File: config.mk
export PLATFORM = sky130hd
export DESIGN_NAME = cdb_arbiter
export DESIGN_NICKNAME = d
export VERILOG_FILES = /design/src/rtl/cdb_arbiter.sv
export SDC_FILE = /design/constraint.sdc
export NUM_CORES = 1
export LEC_CHECK = 0
export BUFFER_PORTS_ARGS = -buffer_cell sky130_fd_sc_hd__buf_2
export CORE_AREA = 2 2 143 145
export DETAILED_ROUTE_END_ITERATION = 8
export DIE_AREA = 0 0 145 147
export GPL_ROUTABILITY_DRIVEN = 1
export PLACE_DENSITY = 0.68
export SYNTH_ARGS = -nofsm -noshare
export SYNTH_HDL_FRONTEND = slang
export SYNTH_SLANG_ARGS = --single-unit
File: constraint.sdc
create_clock -name clock -period 16.9 [get_ports clock]
set_clock_uncertainty 0.2 [all_clocks]
set_input_delay 2.535 -clock clock [delete_from_list [all_inputs] [get_ports clock]]
set_output_delay 2.535 -clock clock [all_outputs]
set_load 0.01 [all_outputs]
File: src/rtl/cdb_arbiter.sv
// Common data bus arbiter: round-robin grant among functional-unit completions,
// with a one-entry holding register per requester and a registered broadcast.
module cdb_arbiter #(
    parameter int N_REQ  = 4,
    parameter int TAG_W  = 6,
    parameter int DATA_W = 32
) (
    input  logic                      clock,
    input  logic                      reset,
    input  logic                      squash,
    input  logic [N_REQ-1:0]          fu_valid,
    input  logic [N_REQ*TAG_W-1:0]    fu_tag,
    input  logic [N_REQ*DATA_W-1:0]   fu_data,
    output logic [N_REQ-1:0]          fu_stall,
    output logic                      cdb_valid,
    output logic [TAG_W-1:0]          cdb_tag,
    output logic [DATA_W-1:0]         cdb_data,
    output logic [$clog2(N_REQ)-1:0]  cdb_src
);

    localparam int SRC_W = $clog2(N_REQ);

    logic [N_REQ-1:0]  held_valid;
    logic [TAG_W-1:0]  held_tag  [N_REQ];
    logic [DATA_W-1:0] held_data [N_REQ];
    logic [SRC_W-1:0]  rr_ptr;

    logic [TAG_W-1:0]  in_tag  [N_REQ];
    logic [DATA_W-1:0] in_data [N_REQ];
    logic [N_REQ-1:0]  eff_req;

    logic              grant_any;
    logic [SRC_W-1:0]  grant_idx;
    logic [SRC_W:0]    scan_sum;
    logic [TAG_W-1:0]  win_tag;
    logic [DATA_W-1:0] win_data;
    logic [SRC_W-1:0]  rr_next;

    for (genvar i = 0; i < N_REQ; i++) begin : g_unpack
        assign in_tag[i]  = fu_tag[i*TAG_W +: TAG_W];
        assign in_data[i] = fu_data[i*DATA_W +: DATA_W];
        // A held entry masks any new result presented while stalled
        assign eff_req[i] = held_valid[i] | fu_valid[i];
    end

    // Scan upward from rr_ptr with wrap; first effective request wins
    always_comb begin
        grant_any = 1'b0;
        grant_idx = '0;
        scan_sum  = '0;
        for (int unsigned k = 0; k < N_REQ; k++) begin
            scan_sum = {1'b0, rr_ptr} + (SRC_W+1)'(k);
            if (scan_sum >= (SRC_W+1)'(N_REQ))
                scan_sum = scan_sum - (SRC_W+1)'(N_REQ);
            if (!grant_any && eff_req[scan_sum[SRC_W-1:0]]) begin
                grant_any = 1'b1;
                grant_idx = scan_sum[SRC_W-1:0];
            end
        end
    end

    always_comb begin
        win_tag  = held_valid[grant_idx] ? held_tag[grant_idx]  : in_tag[grant_idx];
        win_data = held_valid[grant_idx] ? held_data[grant_idx] : in_data[grant_idx];
        rr_next  = (grant_idx == SRC_W'(N_REQ-1)) ? '0 : grant_idx + SRC_W'(1);
    end

    always_ff @(posedge clock) begin
        if (reset) begin
            held_valid <= '0;
            rr_ptr     <= '0;
            cdb_valid  <= 1'b0;
            cdb_tag    <= '0;
            cdb_data   <= '0;
            cdb_src    <= '0;
        end else if (squash) begin
            held_valid <= '0;
            cdb_valid  <= 1'b0;
        end else begin
            cdb_valid <= grant_any;
            if (grant_any) begin
                cdb_tag  <= win_tag;
                cdb_data <= win_data;
                cdb_src  <= grant_idx;
                rr_ptr   <= rr_next;
            end
            for (int unsigned i = 0; i < N_REQ; i++) begin
                if (held_valid[i]) begin
                    if (grant_any && grant_idx == SRC_W'(i))
                        held_valid[i] <= 1'b0;
                end else if (fu_valid[i] && !(grant_any && grant_idx == SRC_W'(i))) begin
                    held_valid[i] <= 1'b1;
                    held_tag[i]   <= in_tag[i];
                    held_data[i]  <= in_data[i];
                end
            end
        end
    end

    assign fu_stall = held_valid;

endmodule

==> flow_summary_export.csv <==
group,metric,value,unit
timing,worst_pin_slew,1.22,ns
worst_setup_path,max_stage_delay,0.90,ns
global_routing,grtUsageTotal,0.211,
pwr,p_sw,350,µW
worst_setup_path,ff2ff_path_depth,9,
cts,ctsRootBufferMaster,"clkbuf_16",
cells_and_area,fillers,1723,
logic_synthesis,synthCells,694,
global_routing,grt_overflow,0,
worst_setup_path,reg2reg_to,"cdb_data[26]",
timing,hold_viol,0,
logic_synthesis,synth-edff-count,152,
placement,numPortBuffers,203,
detailed_routing,ant_nets,0,
min_path,min_from,"cdb_data[4]",
timing,fmax,162,MHz
cells_and_area,final_common_cell,"buf_2",
timing,fin_setup_tns,0,ns
worst_setup_path,r2r_start,"fu_stall[2]",
cts,htreeDepth,4,
outcome,status,"complete, no violations",
timing,hold_slack,0.303,ns
cts,post_cts_buffers,0,
cts,cts_buffers,17,
logic_synthesis,yosys.area_share.simple,0.0665,
min_path,min_to,"cdb_data[4]",
detailed_routing,drt_iter0_markers,405,
pwr,seqPwrFrac,0.474,
cts,cts_sinks,199,
pwr,combPwrFrac,0.224,
cells_and_area,layout-drive-gt1-share,0.289,
detailed_routing,dr.pass1.iters,5,
global_routing,grt_max_degree,86,
detailed_routing,routed_via_density,5.76,
min_path,hold_class,"flop to flop",
min_path,min_path_cells,2,
detailed_routing,wl,22900,µm
cts,cts.reportedPaths.clkPinSlew,0.07,ns
worst_setup_path,endpoint_kind,"flop",
floorplanning,die_area,21300,µm²
timing,setup_violations,0,
placement,place.gp.congestion,0.800,
worst_setup_path,cp_cell_sequence,"buf_2 > or2_1 > and3_1 > o32ai_4 > buf_4 > inv_6 > nand2_1 > a31o_2 > a221o_1 > a311oi_1",
logic_synthesis,synth_seq_area_share,0.627,
cells_and_area,layout_common_cells,"buf_2 (203), edfxtp_1 (152), mux2i_1 (79)",
logic_synthesis,syn_area,8780,µm²
cells_and_area,finalNetCount,1022,
logic_synthesis,synth_top_family_by_area,"compound AO/OA/AOI/OAI gates",
cts,post_cts_resized,0,
pwr,clockPowerShare,0.302,
pwr,internal_power,851,µW
cells_and_area,fin_area,10500,µm²
timing,rsz0062_at_grt,"no",
floorplanning,core-area,19800,µm²
worst_setup_path,r2r_setup_slack,12.57,ns
timing,finalCritPeriodShare,0.365,
floorplanning,start_util,0.443,
cells_and_area,syn2layout_area_growth,19.9,%
pwr,vdd_drop_max,0.0712,mV
timing,relSlewSlack,0.184,
cts,tritoncts,"done",
cts,clock_path_buffers,2,
worst_setup_path,crit_fanout,85,
logic_synthesis,ys_ff_latch,199,
timing,finalMaxSlewViolations,0,
floorplanning,fp.dieW,145,µm
global_routing,grt_pass1_vias,6273,
cts,clock_latency,0.42,ns
global_routing,grt_pass1_wl,35000,µm
logic_synthesis,synth.avg_cell_area,12.7,µm²
flow_run,drv_cap,0,
worst_setup_path,critPathRequiredTime,16.94,ns
logic_synthesis,synthMuxAreaShare,0.0900,
logic_synthesis,syn_nets,854,
placement,placed_area,10000,µm²
pwr,finalPower,1200,µW
logic_synthesis,synth_flop_cell,"edfxtp_1",
logic_synthesis,synth_compound_area_frac,0.184,
floorplanning,dieHeight,147,µm
detailed_routing,wl_per_cell,20.0,µm
detailed_routing,post-route-drc-count,0,
logic_synthesis,synth_xor_area_frac,0,
logic_synthesis,synth_fa_ha_area_frac,0.00142,
detailed_routing,vias,6612,
placement,hpwl,13700,µm
floorplanning,ios,204,
cells_and_area,final_core_util,0.531,
worst_setup_path,crit_arrival,6.21,ns
pwr,power_leakage,0.00397,µW
logic_synthesis,synth_cell_types,32,
logic_synthesis,yosysWarningCount,0,
worst_setup_path,critical_path_class,"input pin to flop",
logic_synthesis,synth_async_sr_flop_share,0,
cts,hold_buffers,0,
global_routing,antenna_found_initial,3,
worst_setup_path,cp-start-kind,"input pin",
pwr,switching_share,0.292,
pwr,p_per_area,114,nW/µm²
floorplanning,rows,52,
timing,fin_crit,6.17,ns
worst_setup_path,crit_slowest_cell,"a31o_2",
[kinds of logic (layout without fill, tap and decap cells)]
kind of cell	count (synthesis)	in the layout
flops	199	199
mux	79	79
other cells	0	2
buf+inv	66	247
compound gates	206	206
simple gates	143	143
fa+ha+maj	1	1
[cell usage after synthesis, types with 2 or more instances]
| cell | n | share of area |
|---|---|---|
| inv_2 | 2 | 0.00086 |
| nor2_1 | 52 | 0.022 |
| clkbuf_1 | 40 | 0.017 |
| mux2i_1 | 79 | 0.090 |
| a211oi_1 | 3 | 0.0026 |
| nand2_1 | 78 | 0.033 |
| a21oi_1 | 76 | 0.043 |
| buf_2 | 24 | 0.014 |
| edfxtp_1 | 152 | 0.52 |
| a221o_1 | 76 | 0.087 |
| or2_1 | 2 | 0.0014 |
| a311oi_1 | 38 | 0.038 |
| o21ai_0 | 4 | 0.0023 |
| dfxtp_1 | 47 | 0.11 |
| a31oi_1 | 2 | 0.0014 |
| nor3b_1 | 3 | 0.0026 |
[power groups by stage]
stage | Sequential (µW) | Combinational (µW) | Clock (µW)
after floorplan | 584 | 179 | 0
after CTS | 569 | 271 | 370
after global routing | 571 | 295 | 388
final | 569 | 269 | 363
after global placement | 579 | 267 | 0
after detailed placement | 580 | 270 | 0
[stage by stage]
| stage | worst slack (ns) | cells |
|---|---|---|
| 2_1_floorplan | 8.54 | 694 |
| 3_3_place_gp | 10.35 | 1113 |
| 3_5_place_dp | 10.30 | 1113 |
| 4_1_cts | 10.75 | 1145 |
| 5_1_grt | 10.49 | 1146 |
| 6_report | 10.73 | 1147 |
[per-layer routing]
layer  part of all wire  GRT usage  vias up  wire length, µm
met1               0.44      0.294     3217            10100
met2               0.47      0.332      289            10700
li1                   -          -     3078                -
met5            0.00079          0        -               18
met3              0.077     0.0447       26             1770
met4              0.014     0.0688        2              325
[area by class of cell]
type / count / area (µm²) / share of cell area
well taps: 270 / 338 / 0.0321
clock inverters: 12 / 78.8 / 0.00749
repair buffers: 213 / 1090 / 0.104
inverters: 2 / 15.0 / 0.00143
clock buffers: 20 / 437 / 0.0415
flip-flops and latches: 199 / 5510 / 0.523
diodes: 2 / 5.00 / 0.000475
multi-input cells: 429 / 3060 / 0.291
[critical path, delay by kind of cell]
kind,cells,cell delay [ns]
AOI/OAI and AO/OA,4,1.41
and+or+nand+nor,3,0.75
buffers and inverters,3,1.41
[sequential cells by signal (all words and copies together) (netlist names)]
signal / flops
cdb_data: 32
cdb_src: 2
cdb_tag: 6
cdb_valid: 1
fu_stall: 4
held_data: 128
held_tag: 24
rr_ptr: 2
[how the worst max path moves through the flow]
stage	start	endpoint	slack [ns]
5_1_grt	fu_valid[2]	cdb_data[15]	10.49
4_1_cts	fu_valid[2]	cdb_data[26]	10.75
2_1_floorplan	fu_valid[2]	held_data[2][0]	8.54
6_report	fu_valid[2]	cdb_data[26]	10.73
3_3_place_gp	fu_valid[2]	cdb_data[19]	10.35
3_5_place_dp	fu_valid[2]	cdb_data[25]	10.30
(Power assumes the default switching activity.)
